<file path="src/rtl/beep_sequencer.sv">
// Level-dependent beep pattern generator with a timed mute.
// One clock domain, synchronous active-high reset, registered outputs.
module beep_sequencer #(
    parameter int TICK_DIV   = 1000,
    parameter int MUTE_TICKS = 30
) (
    input  logic       clk,
    input  logic       rst,
    input  logic [2:0] level,
    input  logic       mute_pulse,
    output logic       beeper,
    output logic       muted,
    output logic [1:0] seq_state
);

    localparam int TW = $clog2(TICK_DIV);

    localparam logic [TW-1:0] TICK_LAST = TW'(TICK_DIV - 1);
    localparam logic [7:0]    MUTE_LOAD = 8'(MUTE_TICKS);
    localparam logic [2:0]    LEVEL_CONT = 3'd7;

    typedef enum logic [1:0] {
        IDLE  = 2'b00,
        ON    = 2'b01,
        OFF   = 2'b10,
        MUTED = 2'b11
    } state_t;

    state_t        state;
    state_t        next_state;
    logic [2:0]    level_q;
    logic [TW-1:0] tick_cnt;
    logic [2:0]    phase_cnt;
    logic [2:0]    phase_next;
    logic [7:0]    mute_cnt;
    logic [7:0]    mute_next;
    logic          tick;
    logic          tick_clr;
    logic          level_chg;

    function automatic logic [2:0] on_ticks(input logic [2:0] lvl);
        case (lvl)
            3'd4:    on_ticks = 3'd2;
            3'd5:    on_ticks = 3'd3;
            default: on_ticks = 3'd1;
        endcase
    endfunction

    function automatic logic [2:0] off_ticks(input logic [2:0] lvl);
        case (lvl)
            3'd1:    off_ticks = 3'd7;
            3'd2:    off_ticks = 3'd5;
            3'd3:    off_ticks = 3'd3;
            3'd4:    off_ticks = 3'd2;
            default: off_ticks = 3'd1;
        endcase
    endfunction

    assign tick      = (tick_cnt == TICK_LAST);
    assign level_chg = (level != level_q);
    assign seq_state = state;

    always_comb begin
        // NOTE: every output of this block gets a default first so no path
        // through the case can leave one unassigned and infer a latch.
        next_state = state;
        phase_next = phase_cnt;
        mute_next  = mute_cnt;
        tick_clr   = 1'b0;

        unique case (state)
            IDLE: begin
                if (level_chg && level != 3'd0) begin
                    next_state = ON;
                    phase_next = on_ticks(level);
                end
            end

            ON, OFF: begin
                if (level_chg) begin
                    if (level == 3'd0) begin
                        next_state = IDLE;
                    end else begin
                        // Restart of the pattern, possibly ON -> ON.
                        next_state = ON;
                        phase_next = on_ticks(level);
                        tick_clr   = 1'b1;
                    end
                end else if (mute_pulse) begin
                    next_state = MUTED;
                    mute_next  = MUTE_LOAD;
                end else if (tick && !(state == ON && level_q == LEVEL_CONT)) begin
                    if (phase_cnt <= 3'd1) begin
                        if (state == ON) begin
                            next_state = OFF;
                            phase_next = off_ticks(level_q);
                        end else begin
                            next_state = ON;
                            phase_next = on_ticks(level_q);
                        end
                    end else begin
                        phase_next = phase_cnt - 3'd1;
                    end
                end
            end

            MUTED: begin
                if (level_chg && level > level_q) begin
                    next_state = ON;
                    phase_next = on_ticks(level);
                    mute_next  = 8'd0;
                end else if (level_chg && level == 3'd0) begin
                    next_state = IDLE;
                    mute_next  = 8'd0;
                end else if (!level_chg && mute_pulse) begin
                    mute_next = MUTE_LOAD;
                    tick_clr  = 1'b1;
                end else if (tick) begin
                    // A decrease to a nonzero level falls through here and
                    // keeps the running mute timer.
                    if (mute_cnt <= 8'd1) begin
                        mute_next = 8'd0;
                        if (level != 3'd0) begin
                            next_state = ON;
                            phase_next = on_ticks(level);
                        end else begin
                            next_state = IDLE;
                        end
                    end else begin
                        mute_next = mute_cnt - 8'd1;
                    end
                end
            end
        endcase

        if (next_state != state) begin
            tick_clr = 1'b1;
        end
    end

    always_ff @(posedge clk) begin
        // NOTE: state is updated with non-blocking assignments so every
        // register samples the pre-edge values, independent of statement order.
        if (rst) begin
            state     <= IDLE;
            level_q   <= 3'd0;
            tick_cnt  <= '0;
            phase_cnt <= 3'd0;
            mute_cnt  <= 8'd0;
            beeper    <= 1'b0;
            muted     <= 1'b0;
        end else begin
            state     <= next_state;
            level_q   <= level;
            phase_cnt <= phase_next;
            mute_cnt  <= mute_next;
            if (tick_clr || tick) begin
                tick_cnt <= '0;
            end else begin
                tick_cnt <= tick_cnt + 1'b1;
            end
            // Decoded from next_state so the outputs move with seq_state.
            beeper <= (next_state == ON);
            muted  <= (next_state == MUTED);
        end
    end

endmodule
</file>
<file path="config.mk">
export PLATFORM = sky130hd
export DESIGN_NAME = beep_sequencer
export DESIGN_NICKNAME = d
export VERILOG_FILES = /design/src/rtl/beep_sequencer.sv
export SDC_FILE = /design/constraint.sdc
export NUM_CORES = 1
export LEC_CHECK = 0
export CAP_MARGIN = 20
export CORE_MARGIN = 2
export CORE_UTILIZATION = 47
export CTS_CLUSTER_SIZE = 30
export DETAILED_ROUTE_END_ITERATION = 8
export PLACE_DENSITY = 0.65
export SYNTH_ARGS = -nofsm -noshare
export SYNTH_HDL_FRONTEND = slang
export SYNTH_SLANG_ARGS = --single-unit
</file>
<file path="constraint.sdc">
create_clock -name clk -period 7.87 [get_ports clk]
set_input_delay 1.574 -clock clk [delete_from_list [all_inputs] [get_ports clk]]
set_output_delay 1.574 -clock clk [all_outputs]
set_load 0.01 [all_outputs]
</file>
==> results.env, run 1 <==
NUMBER_OF_FAILING_SETUP_ENDPOINTS_IN_THE_FINAL_TIMING_REPORT=0
CTSHTREEMAXLEVEL=1
NETLIST_TOP_CELLS_AREA='sky130_fd_sc_hd__dfxtp_1 (31%), sky130_fd_sc_hd__ha_1 (7.5%), sky130_fd_sc_hd__nor2_1 (3.9%)'
POSTCTSSETUPBUFFERS=0
DP_WIRELENGTH_UM=2850
GRT_MAX_DEGREE=18
CLOCK_INSERTION_DELAY_WORST_SKEW_PS=280
HOLD_WS_PS=499
WORSTPATHREQUIRED_PS=8050
CRIT_FANOUT=5
VIAS=1660
MAX-VDD-IR-DROP_mV=0.0968
CLKTRANSATPATHREGS_PS=100
DRIVE_ABOVE_1_SHARE_PCT=6.88
SYNTH_SEQ_CELLS=28
MULTI_INPUT_GATE_AREA_IN_THE_FINAL_LAYOUT_UM2=1150
MIN_FROM='tick_cnt[0]'
GRT.TOTAL_USAGE_PCT=20.1
DIEHEIGHT_UM=66.4
DIODES=0
CTS.HOLD.BUFFERS_ADDED=0
ROUTEDWLPERCELL_UM=14.9
DIE_WIDTH_UM=66.4
TOTAL_POWER_uW=366
TIMING.RR.END='tick_cnt[5]'
NETS=236
VIA_COUNT_OF_THE_FIRST_GLOBAL_ROUTING_PASS=1515
SYNTH-SEQ-AREA-SHARE_PCT=30.6
POST_SYNTH_NUM_CELL_TYPES=60
DIE-AREA_UM2=4410
WORST_EP_ARRIVAL_TIME_PS=4250
MAX_CAP_VIOLATIONS=0
CORE.ROWCOUNT=22
TIMING.HOLD.WORST_ENDPOINT='tick_cnt[0]'
POST_ROUTE_WL_UM=3960
FINALHOLDVIOLATIONS=0
TRITONCTS='done'
INITIAL_UTILIZATION_PCT=49.6
HOLD_DEPTH=1
SYNTH.TOP_CELL.AREA_SHARE_PCT=30.6
CRITICAL_PATH.STARTPOINT_TYPE='primary input'
DRC_VIOLATION_COUNT_AFTER_ROUTING=0
R2R_START='seq_state[1]'
DRT_PASS1_ITERATIONS=4
SYNTH_EDF_COUNT=0
TIGHTEST_SLEW_PS=785
SETUP_REPAIR_AFTER_GLOBAL_ROUTING_MISSED_ITS_MARGIN='false'
STDCELL_COUNT=266
SYNTHESIS.INSTANCES=216
CP-STARTPOINT='level[2]'
PWR_DENSITY_CELL_nW_PER_UM2=185
FILLERINSTANCES=337
PLACED_CELL_AREA_UM2=1900
WORST_CLOCK_SKEW_PS=2.10
SYNTHMUXAREASHARE_PCT=0.547
YS_ASYNC_SR_FRACTION_PCT=0
CLK_PATH_BUF_DEPTH=2
ANTENNA_FOUND_INITIAL=0
SYNTH_COMPOUND_GATE_AREA_SHARE_PCT=24.1
ANTENNA_VIOLATING_NETS_POST_ROUTE=0
CTS.ROOT.BUFFER_CELL='sky130_fd_sc_hd__clkbuf_8'
GLOBALROUTE.TOTALOVERFLOW=0
CORE_AREA_UM2=3690
WORSTREGTOREGCELLS=8
TIMING.FINAL.CRIT_PERIOD_PS=4060
TNS_PS=0
SYNTH_SIMPLE_GATE_AREA_SHARE_PCT=26.0
LAYOUT.CORE_UTILIZATION_PCT=53.6
REG2REG_SLACK_PS=4970
PERIOD_SHARE_PCT=51.6
TIMING.SLEW.HEADROOM_PCT=47.3
PLACE_CONGESTION=0.831
PLACEDCELLCOUNT=262
CRITICALPATHCATEGORY='in2reg'
CTS.SINK_COUNT=28
ARITHMETIC_CELL_SHARE_OF_THE_SYNTHESIZED_AREA_COUNTING_FULL_ADDERS_HALF_ADDERS_AND_MAJORITY_GATES_PCT=7.52
MAPPEDNETLISTAREA_UM2=1830
DR.FIRST_ITER.DRC_COUNT=145
POST-ROUTE-WORST-SETUP-SLACK_PS=3810
POWER_LEAKAGE_nW=0.709
PLACE_WS_PS=3540
MAIN_COMBINATIONAL_CELL_FAMILY_BY_AREA_AFTER_SYNTHESIS='simple AND/OR/NAND/NOR gates'
VIA_PER_INST=6.24
HOLD_CLASS='reg2reg'
BOUNDARYPINS=10
AREA_DELTA_SYNTH_FINAL_PCT=8.00
TIMING_MAX_TRANSITION_VIOLATIONS_FINAL=0
PORTBUFFERS=9
SYNTH.NET_COUNT=233
SYNTHESIS.YOSYS.WARNINGS=0
CTSRESIZECOUNT=0
REGISTER_AREA_UM2=561
NETLIST.TOP_CELL.BY_AREA='sky130_fd_sc_hd__dfxtp_1'
WIRE_LENGTH_OF_THE_FIRST_GLOBAL_ROUTING_PASS_UM=7000
MEAN_INSTANCE_SIZE_IN_THE_SYNTHESIZED_NETLIST_UM2=8.47
SYNTHFLOPTYPE='sky130_fd_sc_hd__dfxtp_1'
MAX_FREQ_GHz=0.246
OUTCOME='finished, final reports clean'
CTS_MADE_BUFFERS=3
XOR_XNOR_FRACTION_OF_SYNTH_AREA_PCT=4.79
KIND_OF_CAPTURE_POINT_OF_THE_WORST_SETUP_PATH='flop'
FIN_AREA_UM2=1980
[worst max path at each step]
stage,to,cells after the start
6_report,mute_cnt[6],8
5_1_grt,mute_cnt[6],8
4_1_cts,mute_cnt[6],8
3_5_place_dp,mute_cnt[6],8
3_3_place_gp,tick_cnt[8],9
2_1_floorplan,tick_cnt[2],10
[layout by cell type (no fill, tap or decap), types with 3 or more instances in the layout]
cell / netlist / final
sky130_fd_sc_hd__a211oi_1: 4 / 4
sky130_fd_sc_hd__nor4_1: 11 / 11
sky130_fd_sc_hd__a311oi_1: 5 / 5
sky130_fd_sc_hd__clkbuf_8: 2 / 3
sky130_fd_sc_hd__nor3_1: 5 / 5
sky130_fd_sc_hd__ha_1: 11 / 11
sky130_fd_sc_hd__xnor2_1: 5 / 5
sky130_fd_sc_hd__nor2_1: 19 / 19
sky130_fd_sc_hd__inv_1: 11 / 11
sky130_fd_sc_hd__nand3_1: 7 / 7
sky130_fd_sc_hd__nand2_1: 10 / 10
sky130_fd_sc_hd__clkdlybuf4s50_1: 0 / 9
sky130_fd_sc_hd__dfxtp_1: 28 / 28
sky130_fd_sc_hd__nand4_1: 3 / 3
sky130_fd_sc_hd__and3_1: 3 / 3
sky130_fd_sc_hd__a21o_1: 5 / 5
sky130_fd_sc_hd__a21oi_1: 12 / 12
sky130_fd_sc_hd__o21ai_0: 10 / 10
sky130_fd_sc_hd__xor2_1: 5 / 5
[logic make-up (layout without fill, tap and decap cells)]
logic type | count (synthesis) | after routing
flip-flops | 28 | 28
multiplexers | 1 | 1
XOR/XNOR | 10 | 10
AO/OA/AOI/OAI | 62 | 62
AND/OR/NAND/NOR | 82 | 82
adder cells (fa/ha/maj) | 11 | 11
buffers and inverters | 22 | 24
[flip-flops by register name (all words and copies together), names as in the netlist]
register   count
tick_cnt      10
phase_cnt      3
beeper         1
level_q        3
muted          1
seq_state      2
mute_cnt       8
[layer usage]
| metal | vias to the layer above | share of wire [%] | global-route usage (%) | routed length, µm |
|---|---|---|---|---|
| met5 | - | 0 | 0 | 0 |
| met4 | 0 | 1.1 | 6.12 | 44 |
| met3 | 4 | 3.9 | 2.73 | 153 |
| met2 | 38 | 47 | 31.0 | 1860 |
| met1 | 793 | 48 | 28.7 | 1900 |
| li1 | 825 | - | - | - |
[synthesized netlist by cell type (all sizes together), types with 3 or more instances]
| cell | instances |
|---|---|
| and3 | 4 |
| nor4 | 12 |
| nand3 | 7 |
| nand2 | 10 |
| inv | 11 |
| nor3 | 6 |
| ha | 11 |
| clkbuf | 8 |
| o21ai | 10 |
| nand4 | 4 |
| buf | 3 |
| a21o | 5 |
| xor2 | 5 |
| nor2 | 19 |
| and4 | 3 |
| a211oi | 4 |
| xnor2 | 5 |
| a311oi | 5 |
| a21oi | 12 |
| dfxtp | 28 |
[power breakdown]
| part | leakage [nW] | switching (mW) | internal (mW) |
|---|---|---|---|
| combinational | 0.445 | 0.0556 | 0.0369 |
| clock | 0.0357 | 0.0477 | 0.0682 |
| sequential | 0.228 | 0.00845 | 0.150 |
[critical path, stage by stage]
cell and delay [ps]:
sky130_fd_sc_hd__clkdlybuf4s50_1 470, sky130_fd_sc_hd__ha_1 370, sky130_fd_sc_hd__and3b_1 220, sky130_fd_sc_hd__o31ai_1 480, sky130_fd_sc_hd__nand4_1 270, sky130_fd_sc_hd__nor3_1 440
sky130_fd_sc_hd__a31oi_1 140, sky130_fd_sc_hd__a311oi_1 270
[final cells by class]
class                      instances  share of cell area, %
tap                               48                   3.04
inverter                          11                   2.09
sequential                        28                   28.4
timing repair buffer               9                   4.56
multi-input combinational        166                   58.3
clock buffer                       3                   2.09
clock inverter                     1                   1.52
No activity file was read; power rests on OpenSTA's default activity.
==> run 2, diff against run 1 <==
Settings changed: PLACE_DENSITY 0.65 to 0.68.
Clock period 7.87 ns to 3.4 ns, I/O delays scaled along.
==> run 2 against run 1 <==
Against the previous run: sequential power increased by 130%; final cell count up 3.0%; clock skew grew 3.4 ps; global-route usage rose by 0.36 points; critical path depth is the same; largest power group unchanged; worst setup slack got worse by 3500 ps; hold slack better by 7.7 ps; wire length increased by 2.4%; combinational power grew 140%.
==> results.env, run 2 (synthesized netlist as in run 1, its figures left out) <==
OUTCOME='finished, final reports clean'
POSTCTSSETUPBUFFERS=0  # unchanged
WORST_EP_ARRIVAL_TIME_PS=3260  # -990 ps
DIE_WIDTH_UM=66.4  # unchanged
ROUTEDWLPERCELL_UM=14.8  # -0.59%
MAX-VDD-IR-DROP_mV=0.195  # +100%
GLOBALROUTE.TOTALOVERFLOW=0  # unchanged
CTS_MADE_BUFFERS=3  # unchanged
PWR_DENSITY_CELL_nW_PER_UM2=425  # +130%
HOLD_WS_PS=507  # +7.70 ps
BIGGESTREGSBYFLOPS='tick_cnt (10), mute_cnt (8)'
WORSTPATHREQUIRED_PS=3590  # -4460 ps
LARGEST_REG_FLOPS=10  # unchanged
MULTI_INPUT_GATE_AREA_IN_THE_FINAL_LAYOUT_UM2=1150  # unchanged
TIGHTEST_SLEW_PS=678  # -107 ps
TIMING_MAX_TRANSITION_VIOLATIONS_FINAL=0  # unchanged
DRT_PASS1_ITERATIONS=5  # +1
CTS.ROOT.BUFFER_CELL='sky130_fd_sc_hd__clkbuf_8'
ANTENNA_VIOLATING_NETS_POST_ROUTE=0  # unchanged
STDCELL_COUNT=274  # +3.0%
WORST_CLOCK_SKEW_PS=5.53  # +3.43 ps
TNS_PS=0  # unchanged
PORTBUFFERS=9  # unchanged
MAX_FREQ_GHz=0.326
DRIVE_ABOVE_1_SHARE_PCT=10.2  # +3.3 points
SW_FRAC_OF_TOTAL_PCT=30.6  # +0.047 points
INITIAL_UTILIZATION_PCT=49.6  # unchanged
GRT.TOTAL_USAGE_PCT=20.4  # +0.36 points
CTS.HOLD.BUFFERS_ADDED=0  # unchanged
WIRE_LENGTH_OF_THE_FIRST_GLOBAL_ROUTING_PASS_UM=6960  # -0.59%
CRITICALPATHCATEGORY='in2reg'
DR.FIRST_ITER.DRC_COUNT=100  # -31%
MAX_CAP_VIOLATIONS=0  # unchanged
DIODES=0  # unchanged
MAX_FLOP_REGISTER='tick_cnt'
TIMING.FINAL.CRIT_PERIOD_PS=3060
POST-ROUTE-WORST-SETUP-SLACK_PS=335  # -3470 ps
LAYOUT.CELLS.MOST_COMMON_LIST='sky130_fd_sc_hd__dfxtp_1 (28), sky130_fd_sc_hd__nor2_1 (19), sky130_fd_sc_hd__a21oi_1 (12)'
CLKTRANSATPATHREGS_PS=100  # about the same
CRIT_FANOUT=10  # +5
VIA_COUNT_OF_THE_FIRST_GLOBAL_ROUTING_PASS=1552  # +2.4%
KIND_OF_CAPTURE_POINT_OF_THE_WORST_SETUP_PATH='flop'
CRITICAL_PATH.STARTPOINT_TYPE='primary input'
SETUP_REPAIR_AFTER_GLOBAL_ROUTING_MISSED_ITS_MARGIN='false'
PLACEDCELLCOUNT=270  # +3.1%
TIMING.SLEW.HEADROOM_PCT=54.4  # +7.1 points
VIA_PER_INST=6.00  # -3.9%
COMB_POWER_SHARE_PCT=26.0  # +0.8 points
FILLERINSTANCES=384  # +14%
NETS=244  # +3.4%
PLACE_WS_PS=29.3  # -3510 ps
VIAS=1643  # -1.0%
PERIOD_SHARE_PCT=90.1
GRT_MAX_DEGREE=17  # -1
TRITONCTS='done'
POWER_LEAKAGE_nW=0.748  # +5.4%
DRC_VIOLATION_COUNT_AFTER_ROUTING=0  # unchanged
CORE_AREA_UM2=3690  # unchanged
CTS.SINK_COUNT=28  # unchanged
DIE-AREA_UM2=4410  # unchanged
CTSHTREEMAXLEVEL=1  # unchanged
CORE.ROWCOUNT=22  # unchanged
REGISTER_AREA_UM2=561  # unchanged
CLOCKPOWERSHARE_PCT=31.7  # about the same
P_SEQ_SHARE_PCT=42.3  # -0.8 points
CELLINTERNALPOWER_uW=601  # +140%
AREA_DELTA_SYNTH_FINAL_PCT=11.3
DIEHEIGHT_UM=66.4  # unchanged
DP_WIRELENGTH_UM=3010  # +5.4%
SWITCHING_POWER_uW=264  # +140%
FINALHOLDVIOLATIONS=0  # unchanged
NUMBER_OF_FAILING_SETUP_ENDPOINTS_IN_THE_FINAL_TIMING_REPORT=0  # unchanged
CLOCK_INSERTION_DELAY_WORST_SKEW_PS=290  # about the same
ANTENNA_FOUND_INITIAL=0  # unchanged
CLK_PATH_BUF_DEPTH=2  # unchanged
HOLD_CLASS='reg2reg'
POST_ROUTE_WL_UM=4060  # +2.4%
MOST_COMMON_CELL_AFTER_LAYOUT_FILL_AND_TAPS_ASIDE='sky130_fd_sc_hd__dfxtp_1'
BOUNDARYPINS=10  # unchanged
CTSRESIZECOUNT=0  # unchanged
PLACE_CONGESTION=0.869  # +4.6%
==> run 2: worst max-delay path: stages <==
cell	delay, ps
sky130_fd_sc_hd__clkdlybuf4s50_1	470
sky130_fd_sc_hd__ha_1	370
sky130_fd_sc_hd__and3_2	280
sky130_fd_sc_hd__and2_1	240
sky130_fd_sc_hd__a22o_1	250
sky130_fd_sc_hd__a221o_1	340
sky130_fd_sc_hd__a31o_2	300
sky130_fd_sc_hd__nor4_1	320
==> run 2: layout make-up <==
cell class | count | share of cell area [%]
repair buffers | 17 | 7.38
multi-input cells | 166 | 56.6
flip-flops and latches | 28 | 27.5
well taps | 48 | 2.95
clock buffers | 3 | 2.03
inverters | 11 | 2.03
clock inverters | 1 | 1.48
==> run 2: per-stage QoR <==
| step | instance area (µm²) | utilization [%] | total power [mW] |
|---|---|---|---|
| 5_1_grt | 2040 | 55.2 | 0.912 |
| 3_3_place_gp | 1960 | 53.3 | 0.595 |
| 4_1_cts | 2040 | 55.2 | 0.869 |
| 2_1_floorplan | 1830 | - | 0.539 |
| 3_5_place_dp | 1960 | 53.3 | 0.598 |
| 6_report | 2040 | 55.2 | 0.865 |
==> run 2: per-layer routing <==
layer | up-vias | GRT usage (%) | routed length, µm
met3 | 5 | 2.04 | 95
met5 | - | 0 | 0
met2 | 26 | 35.4 | 1960
met4 | 0 | 7.65 | 63
met1 | 777 | 25.9 | 1930
li1 | 835 | - | -
==> run 2: power groups by stage <==
stage	combinational, mW	sequential, mW	clock [mW]
6_report	0.225	0.366	0.274
5_1_grt	0.253	0.369	0.291
4_1_cts	0.225	0.366	0.278
3_5_place_dp	0.224	0.374	0
3_3_place_gp	0.221	0.374	0
2_1_floorplan	0.169	0.370	0
==> run 2: path summary, 6_finish.rpt <==
kind | from | end | slack, ps | cells past startpoint
hold reg to reg | tick_cnt[0] | tick_cnt[0] | 510 | 1
hold / removal | tick_cnt[0] | tick_cnt[0] | 510 | 1
setup / recovery | level[2] | tick_cnt[7] | 340 | 8
setup reg to reg | seq_state[1] | tick_cnt[7] | 610 | 9
